`src/rtl/serial_adder_pkg.sv`:
```
// Shared definitions for the bit-serial adder controller.
package serial_adder_pkg;

  // Controller states; 2'd3 is unused and recovers to S_IDLE.
  typedef enum logic [1:0] {
    S_IDLE = 2'd0,
    S_RUN  = 2'd1,
    S_DONE = 2'd2
  } state_e;

  localparam int unsigned WidthMin = 1;
  localparam int unsigned WidthMax = 32;

  // Legal operand widths for the controller.
  function automatic bit width_ok(int unsigned w);
    return (w >= WidthMin) && (w <= WidthMax);
  endfunction

endpackage

```
`src/rtl/serial_adder_ctrl_if.sv`:
```
// Operand/result bundle between the front end and the serial adder controller.
interface serial_adder_ctrl_if #(
  parameter int unsigned WIDTH = 8
);

  logic             start;
  logic [WIDTH-1:0] a;
  logic [WIDTH-1:0] b;
  logic             c_in;
  logic             busy;
  logic             done;
  logic [WIDTH-1:0] sum;
  logic             c_out;

  modport master (
    output start, a, b, c_in,
    input  busy, done, sum, c_out
  );

  modport slave (
    input  start, a, b, c_in,
    output busy, done, sum, c_out
  );

endinterface

```
`src/rtl/serial_adder_ctrl_cell.sv`:
```
// Single-bit full adder cell, purely combinational.
module full_adder_cell (
  input  logic a,
  input  logic b,
  input  logic c_in,
  output logic sum,
  output logic c_out
);

  logic w_p;

  // Propagate/generate form keeps the carry as pure logic.
  always_comb begin
    w_p   = a ^ b;
    sum   = w_p ^ c_in;
    c_out = (a & b) | (w_p & c_in);
  end

endmodule

```
`src/rtl/serial_adder_ctrl.sv`:
```
// Bit-serial adder controller: one full-adder cell iterated LSB first over WIDTH bits.
module serial_adder_ctrl
  import serial_adder_pkg::*;
#(
  parameter int unsigned WIDTH = 8
) (
  input  logic                clk,
  input  logic                rst_n,
  serial_adder_ctrl_if.slave  bus
);

  localparam int unsigned CntW = $clog2(WIDTH + 1);
  localparam logic [CntW-1:0] CntLast = CntW'(WIDTH - 1);

  if (!width_ok(WIDTH)) begin : g_width_bad
    $error("serial_adder_ctrl: WIDTH out of range 1..32");
  end

  state_e           r_state;
  state_e           w_state_d;
  logic [WIDTH-1:0] r_sa;
  logic [WIDTH-1:0] r_sb;
  logic [WIDTH-1:0] r_sum;
  logic [WIDTH-1:0] w_sum_nxt;
  logic [CntW-1:0]  r_cnt;
  logic             r_cy;
  logic             r_cout;
  logic             w_accept;
  logic             w_last;
  logic             w_fa_sum;
  logic             w_fa_cout;

  full_adder_cell u_cell (
    .a     (r_sa[0]),
    .b     (r_sb[0]),
    .c_in  (r_cy),
    .sum   (w_fa_sum),
    .c_out (w_fa_cout)
  );

  // Decode accept and final-bit conditions from the current state.
  always_comb begin
    w_accept = (r_state == S_IDLE) && bus.start;
    w_last   = (r_state == S_RUN) && (r_cnt == CntLast);
  end

  // State register.
  always_ff @(posedge clk) begin
    if (!rst_n) begin
      r_state <= S_IDLE;
    end else begin
      r_state <= w_state_d;
    end
  end

  // Next-state logic; the unused encoding falls back to idle.
  always_comb begin
    w_state_d = S_IDLE;
    unique case (r_state)
      S_IDLE:  w_state_d = bus.start ? S_RUN : S_IDLE;
      S_RUN:   w_state_d = w_last ? S_DONE : S_RUN;
      S_DONE:  w_state_d = S_IDLE;
      default: w_state_d = S_IDLE;
    endcase
  end

  // New sum bit enters at the MSB so the LSB lands at bit 0 after WIDTH shifts.
  always_comb begin
    w_sum_nxt            = r_sum >> 1;
    w_sum_nxt[WIDTH-1]   = w_fa_sum;
  end

  // Datapath: capture on accept, shift one bit per RUN cycle.
  always_ff @(posedge clk) begin
    if (!rst_n) begin
      r_sa   <= '0;
      r_sb   <= '0;
      r_sum  <= '0;
      r_cnt  <= '0;
      r_cy   <= 1'b0;
      r_cout <= 1'b0;
    end else if (w_accept) begin
      r_sa   <= bus.a;
      r_sb   <= bus.b;
      r_cy   <= bus.c_in;
      r_cnt  <= '0;
      r_sum  <= '0;
      r_cout <= 1'b0;
    end else if (r_state == S_RUN) begin
      r_sa  <= r_sa >> 1;
      r_sb  <= r_sb >> 1;
      r_sum <= w_sum_nxt;
      r_cy  <= w_fa_cout;
      r_cnt <= r_cnt + CntW'(1);
      if (w_last) begin
        r_cout <= w_fa_cout;
      end
    end
  end

  // Outputs decode registered state only, so no input reaches them combinationally.
  always_comb begin
    bus.busy  = (r_state == S_RUN);
    bus.done  = (r_state == S_DONE);
    bus.sum   = r_sum;
    bus.c_out = r_cout;
  end

endmodule
```
`src/flat_wrapper.sv`:
```
// flat-port wrapper written by rule: the top's interface ports become plain ports
module serial_adder_ctrl_flat import serial_adder_pkg::*;
#(
  parameter int unsigned WIDTH = 8
)
  (clk, rst_n, bus_start, bus_a, bus_b, bus_c_in, bus_busy, bus_done, bus_sum, bus_c_out);
  serial_adder_ctrl_if #(.WIDTH(WIDTH)) bus_i ();
  input  logic clk;
  input  logic rst_n;
  input wire logic [$bits(bus_i.start)-1:0] bus_start;
  input wire logic [$bits(bus_i.a)-1:0] bus_a;
  input wire logic [$bits(bus_i.b)-1:0] bus_b;
  input wire logic [$bits(bus_i.c_in)-1:0] bus_c_in;
  output wire logic [$bits(bus_i.busy)-1:0] bus_busy;
  output wire logic [$bits(bus_i.done)-1:0] bus_done;
  output wire logic [$bits(bus_i.sum)-1:0] bus_sum;
  output wire logic [$bits(bus_i.c_out)-1:0] bus_c_out;
  assign bus_i.start = bus_start;
  assign bus_i.a = bus_a;
  assign bus_i.b = bus_b;
  assign bus_i.c_in = bus_c_in;
  assign bus_busy = bus_i.busy;
  assign bus_done = bus_i.done;
  assign bus_sum = bus_i.sum;
  assign bus_c_out = bus_i.c_out;
  serial_adder_ctrl #(.WIDTH(WIDTH)) u_core (.clk(clk), .rst_n(rst_n), .bus(bus_i));
endmodule
```
`config.mk`:
```
export PLATFORM = sky130hd
export DESIGN_NAME = serial_adder_ctrl_flat
export DESIGN_NICKNAME = d
export VERILOG_FILES = /design/src/rtl/serial_adder_pkg.sv /design/src/rtl/serial_adder_ctrl_if.sv /design/src/rtl/serial_adder_ctrl_cell.sv /design/src/rtl/serial_adder_ctrl.sv /design/src/flat_wrapper.sv
export SDC_FILE = /design/constraint.sdc
export NUM_CORES = 1
export LEC_CHECK = 0
export CORE_UTILIZATION = 51
export DETAILED_ROUTE_END_ITERATION = 16
export PLACE_DENSITY = 0.82
export SLEW_MARGIN = 20
export SYNTH_ARGS = -nofsm -noshare
export SYNTH_HDL_FRONTEND = slang
export SYNTH_SLANG_ARGS = --single-unit
```
`constraint.sdc`:
```
create_clock -name clk -period 2.69 [get_ports clk]
set_input_delay 0.4035 -clock clk [delete_from_list [all_inputs] [get_ports clk]]
set_output_delay 0.4035 -clock clk [all_outputs]
set_load 0.01 [all_outputs]
```
Word-level counts from Yosys, hierarchy flattened
Index checks and enable logic that the tools add are counted.
{"block": "word_totals", "reg_bits": 32, "wordCells": 32}
{"block": "classes", "addsub": 1, "eq_ne": 3, "muxes": 9, "bitwise": 6, "reduce_logical": 6}
{"cell": "$mux 8", "count": 4}
{"cell": "$add 4x1->4 const B", "count": 1}
{"cell": "$eq 4x3->1 const B", "count": 1}
{"cell": "$pmux 2 s2", "count": 1}
{"cell": "$mux 1", "count": 3}
{"cell": "$and 1x1->1", "count": 2}
{"cell": "$eq 2x1->1 const B", "count": 1}
{"cell": "$eq 2x2->1 const B", "count": 1}
{"cell": "$logic_and 1x1->1", "count": 2}
{"cell": "$logic_not 2->1", "count": 1}
{"cell": "$mux 2", "count": 1}
{"cell": "$reduce_and 2->1", "count": 1}
{"cell": "$reduce_bool 2->1", "count": 1}
{"cell": "$reduce_or 2->1", "count": 1}
{"cell": "$xor 1x1->1", "count": 2}
{"cell": "$not 1->1", "count": 1}
{"cell": "$or 1x1->1", "count": 1}

Depth between registers and ports, before layout
Gate-level depths: netlist (run 1).
{"block": "logic_depth", "word_depth": 5, "depth_mapped": 5, "depth_no_buf": 4}

By module
Synthesis (run 1) repeated with hierarchy kept, for this count alone.
{"block": "unflattened", "cells_unflattened": 161, "hier_area_um2": 1385.1}
{"module": "serial_adder_ctrl", "instances": 1, "cells_per_inst": 160, "area_per_inst_um2": 1365.1}
{"module": "full_adder_cell", "instances": 1, "cells_per_inst": 1, "area_per_inst_um2": 20.0}

Least setup slack after synthesis (run 1)
No wires, ideal clock.
{"block": "synth_path", "path_kind": "in2reg", "from": "in bus_start", "to": "reg u_core.r_sa[5]", "arrival_ps": 1168, "required_ps": 2571, "setup_slack_ps": 1403, "stages": 4, "n_path_buf": 1, "cell_sequence": "or3b_1 -> clkbuf_1 -> o21ai_0 -> a21oi_1"}
{"block": "synth_via", "elab_chain_len": 2, "word_cells_on_any_way": 3, "classes_between": "mux (1); reduce/logical (2)"}
{"element": "start: declaration", "line": "flat_wrapper.sv:10", "text": "input wire logic [$bits(bus_i.start)-1:0] bus_start;"}
{"element": "$logic_and 1x1->1 (*)", "line": "serial_adder_ctrl.sv:43", "text": "w_accept = (r_state == S_IDLE) && bus.start;"}
{"element": "$mux 8 / $reduce_bool 2->1 (equally long branches)"}
{"element": "end signal: assignment", "line": "serial_adder_ctrl.sv:83", "text": "r_sa <= bus.a;"}
{"element": "end signal: assignment", "line": "serial_adder_ctrl.sv:90", "text": "r_sa <= r_sa >> 1;"}
{"element": "end: declaration", "line": "serial_adder_ctrl.sv:21", "text": "logic [WIDTH-1:0] r_sa;"}
Every way passes the cells marked *; elsewhere a longest branch is shown, timed or not.
A chain may end at the register's enable or synchronous reset.

Final worst setup path (run 1)
{"block": "layout_path", "from": "reg u_core.r_state[1]", "to": "out bus_done"}
{"block": "layout_via", "elab_chain_len": 1}
{"element": "start: declaration", "line": "serial_adder_ctrl.sv:19", "text": "state_e r_state;"}
{"element": "start signal: assignment", "line": "serial_adder_ctrl.sv:52", "text": "r_state <= w_state_d;"}
{"element": "$eq 2x2->1", "line": "serial_adder_ctrl.sv:104", "text": "bus.done = (r_state == S_DONE);"}
{"element": "end: declaration", "line": "flat_wrapper.sv:15", "text": "output wire logic [$bits(bus_i.done)-1:0] bus_done;"}
No other way between the ends.

==> results of run 1 <==
[final timing paths]
kind                                     to  slack, ns
max                                bus_done       0.70
min             u_core.r_sa[2]$_SDFFE_PN0P_       0.46
max reg2reg  u_core.bus.sum[1]$_SDFFE_PP0P_       1.13
min reg2reg     u_core.r_sa[2]$_SDFFE_PN0P_       0.46
[cell type report]
type,count,area (sq um),share of cell area
Inverter,5,18.8,0.0113
Clock buffer,6,51.3,0.0308
Clock inverter,2,10.0,0.00600
Timing Repair Buffer,33,323,0.194
Multi-Input combinational cell,115,589,0.353
Sequential cell,32,641,0.384
Tap cell,28,35.0,0.0210
[sequential cells by signal (all words and copies together), names as in the netlist]
signal,cells
u_core.r_cy,1
u_core.r_sa,8
u_core.r_sb,8
u_core.r_cnt,4
u_core.bus.sum,8
u_core.bus.c_out,1
u_core.r_state,2
[kinds of logic (layout without fill, tap and decap cells)]
logic type	count (synthesis)	in the layout
AOI/OAI and AO/OA	62	62
xor gates and xnor gates	2	2
adders and majority gates	2	2
buffers and inverters	14	46
DFF	32	32
and+or+nand+nor	49	49
[placed cells by master (no fill, tap or decap), types with 2 or more instances in the layout]
cell / synthesis / layout
nand2_1: 33 / 33
dfxtp_1: 32 / 32
inv_1: 5 / 5
clkinv_2: 0 / 2
nand3b_1: 2 / 2
a21oi_1: 41 / 41
o22ai_1: 3 / 3
clkbuf_4: 0 / 5
buf_4: 0 / 3
nand3_1: 3 / 3
clkdlybuf4s50_1: 0 / 30
nand2b_1: 2 / 2
o21ai_0: 17 / 17
nor2_1: 4 / 4
or3_1: 2 / 2
[layer usage]
metal	vias to the layer above	global-route usage
met3	7	0.0957
met4	0	0.105
met1	569	0.250
met5	-	0
met2	32	0.426
li1	612	-
[power by group]
group / leakage (uW) / total (uW) / internal, uW / switching (uW)
Clock: 0.0000380 / 285 / 124 / 161
Sequential: 0.000262 / 517 / 500 / 17.4
Combinational: 0.000293 / 132 / 62.4 / 69.2
[per-stage QoR]
| stage | cells | total power (uW) | instance area, sq um |
|---|---|---|---|
| floorplan | 161 | 603 | 1290 |
| global route | 221 | 986 | 1670 |
| CTS | 221 | 938 | 1670 |
| global placement | 213 | 653 | 1610 |
| detailed placement | 213 | 659 | 1610 |
| finish | 221 | 934 | 1670 |
[worst max-delay path, delay by kind of cell (launching register included)]
family                 cells  cell delay (ns)
buffers and inverters      2             0.67
and+or+nand+nor            1             0.15
DFF                        1             0.44
==> metrics.md, run 1 <==
| Metric | Value |
|---|---|
| Ys flop type | `dfxtp_1` |
| Slowest cell delay on critical path | `0.55 ns` |
| Cell with the most instances after synthesis | `a21oi_1` |
| Cell Area, Synth | `1290 sq um` |
| CP cell instances | `inv_1, nor2_1, clkdlybuf4s50_1` |
| Synth Instances | `161` |
| Area Overhead vs Synth | `29.2%` |
| Slew margin rel. | `0.685` |
| Largest area contributor in the netlist | `dfxtp_1` |
| Share of cells above drive strength 1 | `0.0674` |
| PwrDens | `560 nW/um^2` |
| Tmin final | `1.99 ns` |
| Ys async rst share | `0` |
| Mux contribution to synthesized area | `0` |
| RSZ-0062 raised after global routing | `false` |
| Final nets | `214` |
| Commonest cells in the netlist | `a21oi_1 (41), nand2_1 (33), dfxtp_1 (32), o21ai_0 (17), buf_2 (7)` |
| CTS Buf Count | `5` |
| Critical path launch point type | `register` |
| CP max FO | `6` |
| Main combinational cell family by area after synthesis | `compound AO/OA/AOI/OAI gates` |
| Part of the cycle the worst path needs | `0.739` |
| Crit. End Element | `output pin` |
| Final hold violations | `0` |
| Num ports | `31` |
| M1 WL | `1220 microns` |
| Reg2reg path depth | `3` |
| Hold buffer count at cts | `0` |
| Crit-path slowest cell | `clkdlybuf4s50_1` |
| Yosys warns | `0` |
| Worst Path Class, Setup | `register to output pin` |
| Critical Path Start | `u_core.r_state[1]$_SDFF_PN0_` |
| Final HPWL DP | `2020 microns` |
| Largest net degree at the start of global routing | `29` |
| Hold depth | `2` |
| TritonCTS clock tree | `done` |
| Xor-xnor portion of the synthesized cell area | `0.0136` |
| TritonRoute pass-1 iters | `4` |
| IO buf count | `30` |
| Compound-gate portion of the synthesized area | `0.247` |
| Synth area leaders | `dfxtp_1 (50%), a21oi_1 (16%), nand2_1 (9.6%), o21ai_0 (6.6%), buf_2 (2.7%)` |
| Setup Skew | `0.00785 ns` |
| Routability Congestion | `0.814` |
| Total gr overflow | `0` |
| Leakage | `0.000593 uW` |
| Max-cap violations | `0` |
| Final setup TNS | `0 ns` |
| Die W | `52.3 microns` |
| Initial Util | `0.562` |
| First DRT Iteration DRCs | `23` |
| Min-Delay Path Class | `register to register` |
| Antenna-violating nets left | `0` |
| Seq/Total Area, Yosys | `0.496` |
| Met3 Wirelength | `142 microns` |
| Synth Area in Adders | `0.0252` |
| EDFF count, synth | `0` |
| # rows | `17` |
| Routed vias/inst | `5.52` |
| DIE AREA | `2740 sq um` |
| Hold Startpoint | `u_core.r_sa[3]$_SDFFE_PN0P_` |
| Final setup violating endpoints | `0` |
| DRC | `0` |
| Peak supply drop | `0.000516 V` |
| # fillers | `187` |
| Setup ws final | `0.702 ns` |
| Routed WL per cell | `13.0 microns` |
| Post-synthesis simple-gate area fraction | `0.171` |
| Max Slew Vio Count | `0` |
| Worst R2R Start | `u_core.r_state[0]$_SDFF_PN0_` |
| Status | `finished, final reports clean` |
| Gr usage total | `0.242` |
| #FFs+latches synth | `32` |
| Clock latency on the worst-skew pair | `0.33 ns` |
| Drt total wl | `2870 microns` |
| Vias in the first global route | `1161` |
| Fin util | `0.726` |
| First-pass GRT wire length | `4730 microns` |
| Inserted Diodes | `0` |
| Initial antenna violation count | `0` |
| WL met2 | `1460 microns` |
| Max layer used | `met4` |
| Clk pin slew, worst setup/hold paths | `0.09 ns` |
| Syn nets | `183` |
| Synthesized area per cell | `8.02 sq um` |
| Fmax | `503 MHz` |
| CORE AREA | `2300 sq um` |
| DIE HEIGHT | `52.3 microns` |
| Max H-tree Level | `2` |
| Unique masters post-synth | `21` |
| Yosys top cell area share | `0.496` |
| Via count | `1220` |
| Hold slack final | `0.456 ns` |
| Clk buf depth | `2` |
| CP arrival | `1.58 ns` |
| Clk sinks | `32` |
| Clk root buf | `clkbuf_4` |
| WP data required | `2.29 ns` |
| Dpl ws | `0.585 ns` |
| Resized Gates After CTS | `0` |
| Post-CTS setup buffer count | `0` |
| Slew @ Worst Pin | `0.471 ns` |
(Power assumes the default switching activity.)
==> inputs of run 2 (changes only) <==
CORE_UTILIZATION = 48   (was 51)
PLACE_DENSITY = 0.78   (was 0.82)
clock period = 2 ns   (was 2.69 ns; I/O delays follow)
==> run 2 against run 1 <==
Sequential share of layout area decreased by 1.3 points. Power rose by 54%. Flip-flop and latch count unchanged. Non-clock buffer count rose by 3. Combinational power grew 42%. Critical endpoint is now bus_busy. Hold slack got worse by 0.013 ns.
==> metrics.md, run 2 (synthesis results as in run 1) <==
| Metric | Value |
|---|---|
| Crit. End Element | `output pin` |
| CP arrival | `1.58 ns (about the same)` |
| CP max FO | `8 (+2)` |
| Clk network pwr share | `0.386 (+0.081)` |
| Critical path launch point type | `register` |
| Peak supply drop | `0.000639 V (+24%)` |
| Reg2reg path depth | `4 (+1)` |
| Final setup violating endpoints | `0 (unchanged)` |
| Max-cap violations | `0 (unchanged)` |
| RSZ-0062 raised after global routing | `false` |
| Resized Gates After CTS | `0 (unchanged)` |
| Initial antenna violation count | `0 (unchanged)` |
| Most frequent cells in the layout | `a21oi_1 (41), nand2_1 (33), dfxtp_1 (32)` |
| CTS Buf Count | `5 (unchanged)` |
| First DRT Iteration DRCs | `17 (-26%)` |
| Num ports | `31 (unchanged)` |
| # fillers | `205 (+9.6%)` |
| Antenna-violating nets left | `0 (unchanged)` |
| Inserted Diodes | `0 (unchanged)` |
| Switch Pwr | `346 uW (+40%)` |
| Final setup TNS | `0 ns (unchanged)` |
| Status | `finished, final reports clean` |
| Final HPWL DP | `2190 microns (+8.5%)` |
| Logic pwr share | `0.130 (-0.011)` |
| Final nets | `217 (+1.4%)` |
| Area Overhead vs Synth | `33.7%` |
| Clk sinks | `32 (unchanged)` |
| Fmax | `531 MHz` |
| CP cell instances | `nand2b_1, inv_1, clkdlybuf4s50_1` |
| Part of the cycle the worst path needs | `0.942` |
| Routed WL per cell | `13.7 microns (+5.8%)` |
| TritonRoute pass-1 iters | `4 (unchanged)` |
| Clock latency on the worst-skew pair | `0.34 ns (about the same)` |
| TritonCTS clock tree | `done` |
| Final hold violations | `0 (unchanged)` |
| Sequential Power Share | `0.484 (-0.070)` |
| Die W | `53.9 microns (+3.0%)` |
| DIE HEIGHT | `53.9 microns (+3.0%)` |
| M1 WL | `1270 microns (+4.3%)` |
| Clk buf depth | `2 (unchanged)` |
| Met3 Wirelength | `142 microns (unchanged)` |
| Setup ws final | `0.115 ns (-0.587 ns)` |
| Slew margin rel. | `0.716 (+0.0311)` |
| Tmin final | `1.88 ns` |
| Max Slew Vio Count | `0 (unchanged)` |
| DIE AREA | `2900 sq um (+6.0%)` |
| CORE AREA | `2500 sq um (+8.8%)` |
| Max H-tree Level | `2 (unchanged)` |
| Clk pin slew, worst setup/hold paths | `0.10 ns (about the same)` |
| Commonest non-fill, non-tap cell in the layout | `a21oi_1` |
| Hold depth | `2 (unchanged)` |
| WP data required | `1.70 ns (-0.59 ns)` |
| Worst Path Class, Setup | `register to output pin` |
| Dpl ws | `0.217 ns (-0.368 ns)` |
| Gr usage total | `0.250 (+0.00745)` |
| Slowest cell delay on critical path | `0.54 ns (about the same)` |
| Initial Util | `0.517 (-0.0456)` |
| Hold buffer count at cts | `0 (unchanged)` |
| Max layer used | `met4` |
| Post-CTS setup buffer count | `0 (unchanged)` |
| Via count | `1245 (+2.0%)` |
| Clk root buf | `clkbuf_4` |
| IO buf count | `30 (unchanged)` |
| Net Sw Frac | `0.240 (-0.0246)` |
| Internal | `1090 uW (+59%)` |
| Drt total wl | `3100 microns (+8.2%)` |
| First-pass GRT wire length | `4940 microns (+4.5%)` |
| Setup Skew | `0.0121 ns (+0.00427 ns)` |
| WL met2 | `1540 microns (+5.1%)` |
| Routability Congestion | `0.855 (+4.9%)` |
| DRC | `0 (unchanged)` |
| PwrDens | `834 nW/um^2 (+49%)` |
| Largest net degree at the start of global routing | `29 (unchanged)` |
| Routed vias/inst | `5.51 (-0.21%)` |
| Vias in the first global route | `1146 (-1.3%)` |
| Leakage | `0.000621 uW (+4.7%)` |
| # rows | `18 (+1)` |
| Min-Delay Path Class | `register to register` |
| Crit-path slowest cell | `clkdlybuf4s50_1` |
| Total gr overflow | `0 (unchanged)` |
| Slew @ Worst Pin | `0.424 ns (-0.0462 ns)` |
| Share of cells above drive strength 1 | `0.0816 (+0.0143)` |
==> run 2: cell types whose count changed in the layout (fill, tap and decap cells not counted), sizes merged <==
| cell | change |
|---|---|
| clkbuf | +1 |
| clkinv | -2 |
| bufinv | +1 |
| buf | +3 |
==> run 2: layer usage <==
| layer | vias to the layer above | track usage |
|---|---|---|
| met5 | - | 0 |
| met4 | 0 | 0.189 |
| met3 | 15 | 0.0621 |
| met2 | 41 | 0.418 |
| met1 | 570 | 0.268 |
| li1 | 619 | - |
==> run 2: critical path, delay by kind of cell, from the launching register on <==
| kind | cells | cell delay [ns] |
|---|---|---|
| buffers and inverters | 2 | 0.63 |
| flip-flops | 1 | 0.51 |
| AND/OR/NAND/NOR | 1 | 0.12 |
==> run 2: cell type report <==
class / instances / area [sq um] / area share
clock inverters: 1 / 30.0 / 0.0174
clock buffers: 7 / 65.1 / 0.0377
repair buffers: 36 / 345 / 0.200
flip-flops and latches: 32 / 641 / 0.371
multi-input cells: 115 / 589 / 0.341
well taps: 30 / 37.5 / 0.0217
inverters: 5 / 18.8 / 0.0109
==> run 2: worst paths after layout <==
kind,endpoint,slack [ns],start
worst max register to register,u_core.r_cnt[3]$_SDFFE_PP0P_,0.55,u_core.r_state[0]$_SDFF_PN0_
worst min register to register,u_core.r_sa[3]$_SDFFE_PN0P_,0.44,u_core.r_sa[4]$_SDFFE_PN0P_
worst min-delay path,u_core.r_sa[3]$_SDFFE_PN0P_,0.44,u_core.r_sa[4]$_SDFFE_PN0P_
worst max-delay path,bus_busy,0.12,u_core.r_state[0]$_SDFF_PN0_
==> run 2: power by group through the flow <==
stage               clock network [uW]  logic, uW  registers [uW]
global placement                     0        179             708
finish                             556        188             697
detailed placement                   0        187             711
CTS                                565        187             696
floorplan                            0        107             705
global route                       588        207             701
==> run 2: per-stage QoR <==
step                total power (uW)  instance area [sq um]  hold slack [ns]  cells   util
floorplan                        811                   1290            0.430    161      -
global placement                 887                   1630            0.434    218  0.653
detailed placement               898                   1630            0.447    218  0.653
CTS                             1450                   1730            0.451    226  0.691
global route                    1500                   1730            0.464    226  0.691
finish                          1440                   1730            0.443    226  0.691
==> inputs of run 3 (changes only) <==
CTS_CLUSTER_DIAMETER = 30   (was unset)
==> results of run 3 <==
The final DEF is identical to that of run 2; final timing and power are the same.
